## src/rtl/mem_port_arbiter_pkg.sv

```systemverilog
// Shared definitions for the instruction/data memory port arbiter.
// Holds the default bus widths, the read-owner encoding and the tag
// payload carried through the read-return pipeline.
package mem_port_arbiter_pkg;

    localparam int unsigned ADDR_W_DEF = 32;
    localparam int unsigned DATA_W_DEF = 32;

    localparam logic OWN_IF = 1'b0;
    localparam logic OWN_D  = 1'b1;

    // One in-flight read: whether it exists and who issued it.
    typedef struct packed {
        logic valid;
        logic owner;
    } rd_tag_t;

endpackage

```

## src/rtl/mem_port_arbiter_rd_tag_pipe.sv

```systemverilog
// RD_LAT-deep shift register of read tags, aligned with the RAM read latency.
// Ports:
//   clk, reset : clock and synchronous active-high clear
//   tag_in     : tag of the read granted this cycle (valid=0 when none)
//   tag_out    : tag whose data appears on mem_q this cycle
module rd_tag_pipe
    import mem_port_arbiter_pkg::*;
#(
    parameter int unsigned RD_LAT = 1
) (
    input  logic    clk,
    input  logic    reset,
    input  rd_tag_t tag_in,
    output rd_tag_t tag_out
);

    rd_tag_t stage_q [RD_LAT];

    // Clearing every stage drops in-flight reads on reset.
    always_ff @(posedge clk) begin
        if (reset) begin
            for (int unsigned i = 0; i < RD_LAT; i++) begin
                stage_q[i] <= '0;
            end
        end else begin
            stage_q[0] <= tag_in;
            for (int unsigned i = 1; i < RD_LAT; i++) begin
                stage_q[i] <= stage_q[i-1];
            end
        end
    end

    assign tag_out = stage_q[RD_LAT-1];

endmodule

```

## src/rtl/mem_port_arbiter.sv

```systemverilog
// Shares one single-port synchronous RAM between instruction fetch and the
// load/store path. Data has priority, but fetch is served after at most
// MAX_STREAK consecutive data grants while it waits. Reads are tagged with
// their owner and returned RD_LAT cycles after grant, in grant order.
// Ports:
//   if_req/if_addr -> if_gnt, if_rvalid/if_rdata       : fetch requester
//   d_req/d_we/d_addr/d_wdata -> d_gnt, d_rvalid/d_rdata : data requester
//   mem_ad/mem_d/mem_we -> RAM, mem_q <- RAM            : shared RAM port
module mem_port_arbiter
    import mem_port_arbiter_pkg::*;
#(
    parameter int unsigned ADDR_W     = ADDR_W_DEF,
    parameter int unsigned DATA_W     = DATA_W_DEF,
    parameter int unsigned RD_LAT     = 1,
    parameter int unsigned MAX_STREAK = 4
) (
    input  logic              clk,
    input  logic              reset,
    input  logic              if_req,
    input  logic [ADDR_W-1:0] if_addr,
    output logic              if_gnt,
    output logic              if_rvalid,
    output logic [DATA_W-1:0] if_rdata,
    input  logic              d_req,
    input  logic              d_we,
    input  logic [ADDR_W-1:0] d_addr,
    input  logic [DATA_W-1:0] d_wdata,
    output logic              d_gnt,
    output logic              d_rvalid,
    output logic [DATA_W-1:0] d_rdata,
    output logic [ADDR_W-1:0] mem_ad,
    output logic [DATA_W-1:0] mem_d,
    output logic              mem_we,
    input  logic [DATA_W-1:0] mem_q
);

    localparam int unsigned            STREAK_W   = $clog2(MAX_STREAK + 1);
    localparam logic [STREAK_W-1:0]    STREAK_MAX = STREAK_W'(MAX_STREAK);

    logic [STREAK_W-1:0] streak_q;
    logic                streak_full;
    rd_tag_t             tag_in;
    rd_tag_t             tag_out;
    logic                ret_valid;

    assign streak_full = (streak_q == STREAK_MAX);

    // Same-cycle grant: data wins a contest unless fetch has waited out a full streak.
    always_comb begin
        d_gnt  = 1'b0;
        if_gnt = 1'b0;
        if (!reset) begin
            d_gnt  = d_req && !(if_req && streak_full);
            if_gnt = if_req && !(d_req && !streak_full);
        end
    end

    // Drive the RAM from whichever side won; idle port is all-zero.
    always_comb begin
        mem_ad = '0;
        mem_d  = '0;
        mem_we = 1'b0;
        if (d_gnt) begin
            mem_ad = d_addr;
            mem_d  = d_wdata;
            mem_we = d_we;
        end else if (if_gnt) begin
            mem_ad = if_addr;
        end
    end

    // Counts data grants that made a pending fetch wait.
    always_ff @(posedge clk) begin
        if (reset) begin
            streak_q <= '0;
        end else if (!if_req || if_gnt) begin
            streak_q <= '0;
        end else if (d_gnt && !streak_full) begin
            streak_q <= streak_q + STREAK_W'(1);
        end
    end

    // Stores complete at grant, so only reads carry a tag.
    always_comb begin
        tag_in       = '0;
        tag_in.valid = if_gnt || (d_gnt && !d_we);
        tag_in.owner = d_gnt ? OWN_D : OWN_IF;
    end

    rd_tag_pipe #(
        .RD_LAT (RD_LAT)
    ) u_rd_tag_pipe (
        .clk     (clk),
        .reset   (reset),
        .tag_in  (tag_in),
        .tag_out (tag_out)
    );

    // Returns are masked during reset so a read cut off mid-flight never surfaces.
    assign ret_valid = tag_out.valid && !reset;
    assign if_rvalid = ret_valid && (tag_out.owner == OWN_IF);
    assign d_rvalid  = ret_valid && (tag_out.owner == OWN_D);
    assign if_rdata  = if_rvalid ? mem_q : '0;
    assign d_rdata   = d_rvalid  ? mem_q : '0;

endmodule

```

## config.mk

```make
export PLATFORM = sky130hd
export DESIGN_NAME = mem_port_arbiter
export DESIGN_NICKNAME = d
export VERILOG_FILES = /design/src/rtl/mem_port_arbiter_pkg.sv /design/src/rtl/mem_port_arbiter_rd_tag_pipe.sv /design/src/rtl/mem_port_arbiter.sv
export SDC_FILE = /design/constraint.sdc
export NUM_CORES = 1
export LEC_CHECK = 0
export BUFFER_PORTS_ARGS = -buffer_cell sky130_fd_sc_hd__buf_4
export CORE_AREA = 2 2 102 104
export CTS_CLUSTER_DIAMETER = 100
export DETAILED_ROUTE_END_ITERATION = 7
export DIE_AREA = 0 0 104 106
export HOLD_SLACK_MARGIN = 0.05
export MAX_ROUTING_LAYER = met4
export PLACE_DENSITY = 0.64
export SLEW_MARGIN = 30
export SYNTH_ARGS = -nofsm -noshare
export SYNTH_HDL_FRONTEND = slang
export SYNTH_SLANG_ARGS = --single-unit
```

## constraint.sdc

```tcl
create_clock -name clk -period 3.8 [get_ports clk]
set_input_delay 0.95 -clock clk [delete_from_list [all_inputs] [get_ports clk]]
set_output_delay 0.95 -clock clk [all_outputs]
set_load 0.02 [all_outputs]
```

Yosys cells after proc, flatten, opt, wreduce, memory -nomap -nowiden --
Memories as Yosys holds them, arrays and structs flattened. Index checks and enable logic that the tools add are counted.
Word-level totals: bits in registers 3, bits in writable memories 2, input port bits 133, output and inout bits 133, logic and storage cells 38, memories 1
Memories:
- u_rd_tag_pipe.stage_q | words 1, width 2, rd ports 1, clocked after Yosys merged registers in 0, wr ports 1, line mem_port_arbiter_rd_tag_pipe.sv:17 | rd_tag_t stage_q [RD_LAT];
Operators by class: $add $sub $neg 1, equal/unequal tests 1, muxes and demuxes 14, bitwise gates (word level) 1, reductions and logical operators 19
Operators with widths (count):
- $mux 32 | 5
- $logic_and 1x1->1 | 9
- $mux 1 | 8
- $logic_not 1->1 | 6
- $reduce_or 2->1 | 2
- $add 3x1->3 const B | 1
- $eq 3x3->1 const B | 1
- $logic_or 1x1->1 | 2
- $mux 2 | 1
- $not 1->1 | 1

Depth between registers and ports, before layout --
Gate-level depths: netlist of run 1.
word-level depth 8, gate-level depth with buffers 6, gate-level depth less buffers 4

By module --
From an unflattened synthesis of run 1, not the netlist that was laid out.
Second synthesis, totals: cells, all modules 177, area, all modules 1271.2 um^2
By module, submodules not included:
- mem_port_arbiter | instances 1, cells an instance 173, area each 1218.7 um^2, seq. area each 60.1 um^2
- rd_tag_pipe | instances 1, cells an instance 4, area each 52.6 um^2, seq. area each 40.0 um^2

Worst setup path after synthesis of run 1 --
No wires, ideal clock.
path type input -> output, start point input port if_req, end point output port mem_ad[10], data arrival time 1926 ps, required time 2850 ps, slack 924 ps, cell stages on the path 5, path buffers 3, cell sequence buf_2 and3_1 buf_4 buf_6 o22ai_1
On the way: longest elaborated chain between the ends 5, elaborated cells on any way between the ends 8, classes of those cells 4 x mux; 4 x reduce/logical
RTL lines:
- start, declared | line mem_port_arbiter.sv:19 | input logic if_req,
- $logic_and 1x1->1 | line mem_port_arbiter.sv:53 | d_gnt = d_req && !(if_req && streak_full);
- $logic_not 1->1 | line mem_port_arbiter.sv:53
- $logic_and 1x1->1 | line mem_port_arbiter.sv:53
- $mux 1 | line mem_port_arbiter.sv:52 | if (!reset) begin
- $mux 32 (*) | line mem_port_arbiter.sv:63 | if (d_gnt) begin
- end, declared | line mem_port_arbiter.sv:31 | output logic [ADDR_W-1:0] mem_ad,
Mark *: on every way between the ends. The rest lies on a longest branch, timed or not.

Worst setup path after layout of run 1 --
start point input port if_req, end point output port mem_d[26]
On the way: longest elaborated chain between the ends 5
RTL lines:
- $logic_and 1x1->1 | line mem_port_arbiter.sv:53
- $logic_not 1->1 | line mem_port_arbiter.sv:53
- $logic_and 1x1->1 | line mem_port_arbiter.sv:53
- $mux 1 | line mem_port_arbiter.sv:52
- $mux 32 | line mem_port_arbiter.sv:63
- end, declared | line mem_port_arbiter.sv:32 | output logic [DATA_W-1:0] mem_d,
Every way passes these cells.

==> out/results.txt, run 1 <==
Int Power: 0.316 mW
maxcap violations: 0
placed cells: 629
hpwl dp: 7.74 mm
clock slew at reported path FFs: 0.03 ns
H-tree Lvls: 1
top layer in use: met4
Post-Synth Simple-Gate Area: 68.3%
pwr dens: 132 nW/um^2
CP max-delay cell: nand3_1
Slew @ Worst Pin: 0.873 ns
ratio of cells with drive above 1 in the final layout: 55.9%
Worst VDD drop: 95.0 uV
worst reg2reg path depth: 5
crit-path leading delay family: simple AND/OR/NAND/NOR gates
Layout area overhead: 122%
CTS Buf Count: 3
status: complete, no violations
Layout fillers: 1038
setup repair bufs after CTS: 0
total wire length: 9.41 mm
CTS sink cnt: 5
Final Cycle Share: 95.2%
Slew Limit Headroom: 41.6%
Vias: 2869
post-route setup TNS: 0 ns
Synth Area in Compound Gates: 14.0%
CP Class: in -> out
WP data arrival: 2.67 ns
Hold EP: streak_q[0]
mapped cell area: 1720 sq um
logic gate share of total power: 69.5%
Mean Syn Cell Area: 6.74 sq um
CTS tree: yes
Routed Antenna Nets: 0
Worst Path Max Fanout: 36
met1 wire length: 3.75 mm
first-pass GRT wire length: 14.2 mm
critical path startpoint category: primary input
Setup Skew: 0.000176 ns
GP Congestion: 0.750
Critical R2R Launch: streak_q[0]
grt total ovfl: 0
Longest Clk Path Bufs: 2
register bit total from synthesis: 5
Pleak: 2.03 nW
Fin Hold WS: 0.453 ns
synth warn: 0
most used cell, CP: buf_4
mux share of post-synthesis cell area: 0%
clock latency on the worst-skew pair: 0.22 ns
Initial Util: 17.2%
Crit path depth: 4
core area: 10000 sq um
register share of total power: 11.1%
most frequent cells in the layout: buf_4, nand3b_1, and2_1, and3_1, o22ai_1
Worst Setup End Kind: output port
first drt pass iteration count: 4
fin crit period: 3.62 ns
CP bufs+invs: 2
Final #Nets: 633
Die Span Y: 106 um
# port buffers: 265
worst hold path type: reg -> reg
Final Setup Violations: 0
Critical Path RT: 2.85 ns
Max Freq: 277 MHz
IO Pins: 266
clock network power share: 19.4%
Mapped Nets: 390
Syn Inst Count: 255
post_cts resized: 0
XOR/XNOR Fraction of Synth Area: 0%
number of global-route vias before repair: 2833
Site Rows: 37
die width: 104 um
setup slack, reg-to-reg: 2.35 ns
Critical Path Max Stage Delay: 0.70 ns
sequential area share after synthesis: 5.83%
met3 WL: 750 um
drt wl/cell: 14.8 um
CTS root buffer: clkbuf_8
met2 wire len: 4.88 mm
Hold Buf Count CTS: 0
Synth cell types: 23
sw power: 0.186 mW
Final Hold Violating Endpoints: 0
antenna violations before repair: 1
critical hold path startpoint: streak_q[0]
GRT Resource Usage Total: 15.9%
Die ar.: 11000 sq um
largest family of logic cells by synthesized area: simple AND/OR/NAND/NOR gates
Worst Hold Depth: 1
Pwr Total: 0.502 mW
RSZ-0062 raised after global routing: no
DR iter-0 viols: 117
Sw Ratio: 37.1%
FF-to-FF End: u_rd_tag_pipe.stage_q[0][1]
Synth Area in Adders: 1.46%
Final Non-Filler Cells: 634
drt drc: 0
leading cell type in the layout, fill and taps excluded: buf_4
largest net degree at the start of global routing: 65
vias per std cell: 4.53
crit-path cells: buf_4 -> nand3_1 -> and3_1 -> buf_4
final slew viol count: 0
[power groups by stage]
stage	logic (mW)	registers (mW)	clock network [mW]
floorplan	0.153	0.0562	0
global placement	0.345	0.0563	0
detailed placement	0.351	0.0565	0
CTS	0.351	0.0558	0.0995
global route	0.373	0.0559	0.103
finish	0.349	0.0557	0.0974
[registers in the layout, indices dropped and copies added (netlist names)]
| signal | flops |
|---|---|
| streak_q | 3 |
| u_rd_tag_pipe.stage_q | 2 |
[cell usage after synthesis]
cell type   n  area [sq um]
and2_1     64           400
buf_6       3          33.8
ha_1        2          25.0
a21oi_1     1          5.00
nand3b_1   65           488
buf_1       2          7.51
nor3b_2     1          12.5
dfxtp_1     5           100
buf_4       1          7.51
and2b_1     1          7.51
o22ai_1    32           200
and3_1     34           213
o32ai_1     1          8.76
or3b_2      1          8.76
nand2b_1    3          18.8
a21boi_2    1          11.3
inv_1       3          11.3
nor2_1      3          11.3
a211oi_1    2          15.0
buf_2      11          55.1
and3b_1     1          8.76
clkbuf_1   17          63.8
nand3_1     1          5.00
[layer usage]
metal  global-route usage [%]  vias up
met2                     29.3      147
met5                        -        -
met4                     1.45        0
met3                     3.49        4
met1                     18.3     1325
li1                         -     1393
[cell families after synthesis]
family                     after synthesis
buffers and inverters                   37
adders and majority gates                2
and+or+nand+nor                        174
AOI/OAI and AO/OA                       37
DFF                                      5
[through the flow]
stage          instance area (sq um)  utilization (%)  setup slack (ns)
2_1_floorplan                   1720                -             0.924
3_3_place_gp                    3760             37.6             0.350
3_5_place_dp                    3760             37.6             0.213
4_1_cts                         3810             38.1             0.213
5_1_grt                         3810             38.1            0.0155
6_report                        3810             38.1             0.184
[cell type report]
cell class                 count  area [sq um]  area share, %
sequential                     5           100           2.63
multi-input combinational    213          1440           37.8
timing repair buffer         272          2040           53.6
inverter                       3          11.3          0.296
tap                          136           170           4.47
antenna                        1          2.50         0.0657
clock buffer                   4          45.0           1.18
[worst max path at each step]
| stage | from | end |
|---|---|---|
| after detailed placement | if_req | mem_d[26] |
| after floorplan | if_req | mem_ad[10] |
| after global placement | if_req | mem_d[20] |
| final | if_req | mem_d[26] |
| after global routing | if_req | mem_d[26] |
| after CTS | if_req | mem_d[26] |
No activity file was read; power rests on OpenSTA's default activity.
==> run 2, diff against run 1 <==
- clock period: 3.8 -> 3.6 ns (I/O delays scaled with it)
==> run 2 against run 1 <==
Net effect: die area is the same; cell area is 0.20% higher; clock power grew 7%; global-route usage decreased by 0.61 points; routed wire length decreased by 2.7%; critical path type unchanged.
==> out/results.txt, run 2 (synthesized netlist as in run 1, its figures left out) <==
DR iter-0 viols: 124 (+6.0%)
Site Rows: 37 (unchanged)
Worst Path Max Fanout: 33 (-8.3%)
Worst Setup End Kind: output port
Initial Util: 17.2% (unchanged)
Pleak: 2.03 nW (+0.25%)
GRT Resource Usage Total: 15.2% (-0.61 points)
setup repair bufs after CTS: 0 (unchanged)
setup slack, reg-to-reg: 2.12 ns (-0.23 ns)
Die ar.: 11000 sq um (unchanged)
status: complete, no violations
number of global-route vias before repair: 2695 (-4.9%)
Multi-input gate area: 1440 sq um (unchanged)
pwr dens: 139 nW/um^2 (+5.5%)
CTS tree: yes
CTS sink cnt: 5 (unchanged)
total wire length: 9.16 mm (-2.7%)
RSZ-0062 raised after global routing: no
final slew viol count: 0 (unchanged)
hpwl dp: 7.55 mm (-2.5%)
Slew @ Worst Pin: 0.877 ns (+0.00325 ns)
Pwr Total: 0.530 mW (+5.7%)
CTS Buf Count: 3 (unchanged)
Setup Skew: 0.00307 ns (+0.00290 ns)
clock latency on the worst-skew pair: 0.22 ns (about the same)
maxcap violations: 0 (unchanged)
grt total ovfl: 0 (unchanged)
drt wl/cell: 14.4 um (-2.9%)
largest net degree at the start of global routing: 65 (unchanged)
IO Pins: 266 (unchanged)
Hold EP: streak_q[0]
ratio of cells with drive above 1 in the final layout: 56.0% (+0.088 points)
Worst Hold Depth: 1 (unchanged)
Layout fillers: 1037 (-0.096%)
critical hold path startpoint: streak_q[0]
core area: 10000 sq um (unchanged)
fin crit period: 3.21 ns
Layout area overhead: 122%
Hold Buf Count CTS: 0 (unchanged)
most frequent cells in the layout: buf_4, nand3b_1, and2_1, and3_1, o22ai_1
CTS root buffer: clkbuf_8
leading cell type in the layout, fill and taps excluded: buf_4
post-route setup TNS: 0 ns (unchanged)
die width: 104 um (unchanged)
biggest registers after layout: streak_q (3), u_rd_tag_pipe.stage_q (2)
Routed Antenna Nets: 0 (unchanged)
Slew Limit Headroom: 41.4% (-0.22 points)
WP data arrival: 2.31 ns (-0.36 ns)
Final Cycle Share: 89.0%
GP Congestion: 0.737 (-1.7%)
Die Span Y: 106 um (unchanged)
critical path startpoint category: primary input
Reg with most FFs: streak_q
Longest Clk Path Bufs: 2 (unchanged)
Critical R2R Launch: streak_q[0]
worst hold path type: reg -> reg
number of flip-flops in the largest register: 3 (unchanged)
first-pass GRT wire length: 13.6 mm (-3.9%)
# port buffers: 265 (unchanged)
post_cts resized: 0 (unchanged)
antenna violations before repair: 1 (unchanged)
Final #Nets: 634 (+0.16%)
FF/Latch Area: 100 sq um (unchanged)
CP Class: in -> out
Critical Path RT: 2.70 ns (-0.15 ns)
drt drc: 0 (unchanged)
first drt pass iteration count: 4 (unchanged)
vias per std cell: 4.42 (-2.3%)
Vias: 2806 (-2.2%)
clock slew at reported path FFs: 0.04 ns (about the same)
Final Setup Violations: 0 (unchanged)
Max Freq: 312 MHz
worst reg2reg path depth: 5 (unchanged)
Worst VDD drop: 82.5 uV (-13%)
Final Hold Violating Endpoints: 0 (unchanged)
FF-to-FF End: u_rd_tag_pipe.stage_q[0][1]
H-tree Lvls: 1 (unchanged)
==> run 2: changes by cell type in the layout (fill, tap and decap cells not counted) <==
cell / previous run / this run
buf_4: 272 / 273
==> run 2: cell type report <==
| class | count | area share [%] |
|---|---|---|
| Antenna cell | 1 | 0.0656 |
| Clock buffer | 4 | 1.18 |
| Inverter | 3 | 0.295 |
| Multi-Input combinational cell | 213 | 37.7 |
| Sequential cell | 5 | 2.62 |
| Tap cell | 136 | 4.46 |
| Timing Repair Buffer | 273 | 53.7 |
==> run 2: how the worst max path moves through the flow <==
stage               depth (start not counted)  slack [ns]          to    from
floorplan                                   5        0.82  mem_ad[10]  if_req
global placement                            4        0.49   mem_d[19]  if_req
detailed placement                          4        0.42   mem_d[26]  if_req
CTS                                         4        0.42    mem_d[6]  if_req
global route                                4        0.27   mem_d[29]  if_req
finish                                      4        0.39   mem_d[26]  if_req
==> run 2: layer usage <==
| metal | share of wire, % | GRT usage, % |
|---|---|---|
| met5 | 0 | - |
| met4 | 0.24 | 1.74 |
| met3 | 8.2 | 3.00 |
| met2 | 51 | 28.2 |
| met1 | 41 | 17.6 |
==> run 2: worst max-delay path, stage by stage <==
cell,delay [ns]
buf_4,0.12
nand3_1,0.62
and3_1,0.49
buf_4,0.16
==> run 2: stage by stage <==
| step | util, % | cell area (sq um) | instances | setup WS, ns | hold slack, ns |
|---|---|---|---|---|---|
| finish | 38.2 | 3820 | 635 | 0.394 | 0.459 |
| global route | 38.2 | 3820 | 635 | 0.266 | 0.491 |
| CTS | 38.2 | 3810 | 634 | 0.420 | 0.462 |
| detailed placement | 37.7 | 3770 | 630 | 0.423 | 0.454 |
| global placement | 37.7 | 3770 | 630 | 0.494 | 0.434 |
| floorplan | - | 1720 | 255 | 0.824 | 0.422 |
==> run 2: where the power goes <==
group          internal [mW]  total [mW]  switching [mW]
logic                  0.200       0.368           0.167
registers             0.0577      0.0588         0.00108
clock network         0.0761       0.104          0.0280
==> run 3, diff against run 2 <==
- PLACE_DENSITY: 0.64 -> 0.59
==> run 3 against run 2 <==
Net effect: final cell count did not move; core utilization rose by 0.050 points; sequential power barely moved; power rose by 0.36%; fmax rose by 2.3%; clock skew fell by 0.0024 ns; largest cell class unchanged; highest routed layer unchanged.
==> out/results.txt, run 3 (synthesized netlist as in run 1, its figures left out) <==
critical path startpoint category: primary input
Setup Skew: 0.000707 ns (-0.00237 ns)
final instance area: 3820 sq um (+0.13%)
grt total ovfl: 0 (unchanged)
hpwl dp: 7.29 mm (-3.4%)
clock slew at reported path FFs: 0.04 ns (about the same)
Sw Ratio: 37.3% (+0.22 points)
Worst Setup End Kind: output port
Reg with most FFs: streak_q
DR iter-0 viols: 147 (+19%)
CTS tree: yes
critical hold path startpoint: streak_q[0]
Die Span Y: 106 um (unchanged)
CTS root buffer: clkbuf_8
Slew Limit Headroom: 44.1% (+2.7 points)
CTS sink cnt: 5 (unchanged)
drt drc: 0 (unchanged)
first drt pass iteration count: 6 (+2)
Critical R2R Launch: streak_q[0]
Longest Clk Path Bufs: 2 (unchanged)
sw power: 0.198 mW (+0.94%)
IO Pins: 266 (unchanged)
Hold Buf Count CTS: 0 (unchanged)
ratio of cells with drive above 1 in the final layout: 56.1% (+0.088 points)
Final Setup Violations: 0 (unchanged)
post_cts resized: 0 (unchanged)
core area: 10000 sq um (unchanged)
biggest registers after layout: streak_q (3), u_rd_tag_pipe.stage_q (2)
Layout fillers: 1062 (+2.4%)
post-route setup TNS: 0 ns (unchanged)
total wire length: 9.03 mm (-1.4%)
worst hold path type: reg -> reg
Critical Path RT: 2.70 ns (about the same)
top layer in use: met4
clock latency on the worst-skew pair: 0.22 ns (about the same)
number of global-route vias before repair: 2692 (-0.11%)
Critical Path Start: reset
die width: 104 um (unchanged)
CP Class: in -> out
Routed Antenna Nets: 0 (unchanged)
DP Area: 3780 sq um (+0.20%)
GP Congestion: 0.788 (+6.8%)
first-pass GRT wire length: 13.6 mm (-0.25%)
Final Hold Violating Endpoints: 0 (unchanged)
drt wl/cell: 14.2 um (-1.4%)
Site Rows: 37 (unchanged)
maxcap violations: 0 (unchanged)
leading cell type in the layout, fill and taps excluded: buf_4
vias per std cell: 4.49 (+1.5%)
# port buffers: 265 (unchanged)
Pleak: 2.04 nW (+0.20%)
met1 wire length: 3.46 mm (-7.5%)
most frequent cells in the layout: buf_4, nand3b_1, and2_1, and3_1, o22ai_1
setup repair bufs after CTS: 0 (unchanged)
Max Freq: 319 MHz (+2.3%)
Int Power: 0.334 mW (about the same)
met2 wire len: 4.71 mm (+1.3%)
CTS Buf Count: 3 (unchanged)
Slew @ Worst Pin: 0.838 ns (-0.0386 ns)
antenna violations before repair: 0 (-1)
Layout area overhead: 123%
Worst VDD drop: 82.9 uV (+0.56%)
Initial Util: 17.2% (unchanged)
logic gate share of total power: 69.2% (about the same)
n_diodes: 0 (-1)
Vias: 2848 (+1.5%)
number of flip-flops in the largest register: 3 (unchanged)
final slew viol count: 0 (unchanged)
Die ar.: 11000 sq um (unchanged)
Final #Nets: 635 (+0.16%)
WP data arrival: 2.23 ns (-0.08 ns)
met3 WL: 791 um (+5.6%)
Final Cycle Share: 87.1% (-2.0 points)
H-tree Lvls: 1 (unchanged)
register share of total power: 11.0% (about the same)
Worst Path Max Fanout: 33 (unchanged)
largest net degree at the start of global routing: 52 (-20%)
GRT Resource Usage Total: 15.4% (+0.15 points)
clock network power share: 19.8% (+0.2 points)
fin crit period: 3.13 ns (-0.0712 ns)
status: complete, no violations
RSZ-0062 raised after global routing: no
pwr dens: 139 nW/um^2 (+0.23%)
==> run 3: cell types whose count changed in the layout (fill, tap and decap cells not counted), sizes merged <==
cell and change:
buf +1, diode -1
==> run 3: power groups by stage <==
stage          clock [mW]  combinational (mW)  sequential, mW
6_report            0.105               0.368          0.0588
3_3_place_gp            0               0.367          0.0595
4_1_cts             0.108               0.371          0.0588
3_5_place_dp            0               0.370          0.0596
2_1_floorplan           0               0.162          0.0594
5_1_grt             0.110               0.395          0.0592
==> run 3: stage by stage <==
step / power, mW / std cells / worst slack, ns / hold WS (ns) / util (%)
floorplan: 0.221 / 255 / 0.824 / 0.422 / -
global placement: 0.427 / 631 / 0.452 / 0.437 / 37.8
detailed placement: 0.429 / 631 / 0.445 / 0.450 / 37.8
CTS: 0.538 / 635 / 0.445 / 0.455 / 38.2
global route: 0.564 / 635 / 0.290 / 0.484 / 38.2
finish: 0.532 / 635 / 0.465 / 0.447 / 38.2
==> run 3: per-layer routing <==
layer	global-route usage [%]	vias up
li1	-	1393
met1	17.2	1264
met2	28.4	187
met3	2.76	4
met4	3.76	0
met5	-	-
==> run 3: worst max-delay path, cell delays in order <==
cell	delay [ns]
buf_4	0.17
and3b_1	0.77
and2_1	0.24
buf_4	0.14
==> run 3: area by class of cell <==
| cell class | count | area (sq um) | share of cell area, % |
|---|---|---|---|
| Inverter | 3 | 11.3 | 0.295 |
| Timing Repair Buffer | 274 | 2060 | 53.8 |
| Tap cell | 136 | 170 | 4.45 |
| Clock buffer | 4 | 45.0 | 1.18 |
| Multi-Input combinational cell | 213 | 1440 | 37.6 |
| Sequential cell | 5 | 100 | 2.62 |
==> run 3: final timing paths <==
| kind | depth (start not counted) | slack [ns] | end |
|---|---|---|---|
| max | 4 | 0.47 | d_rdata[22] |
| min | 1 | 0.45 | streak_q[0] |
| max reg2reg | 5 | 2.04 | u_rd_tag_pipe.stage_q[0][1] |
| min reg2reg | 1 | 0.45 | streak_q[0] |
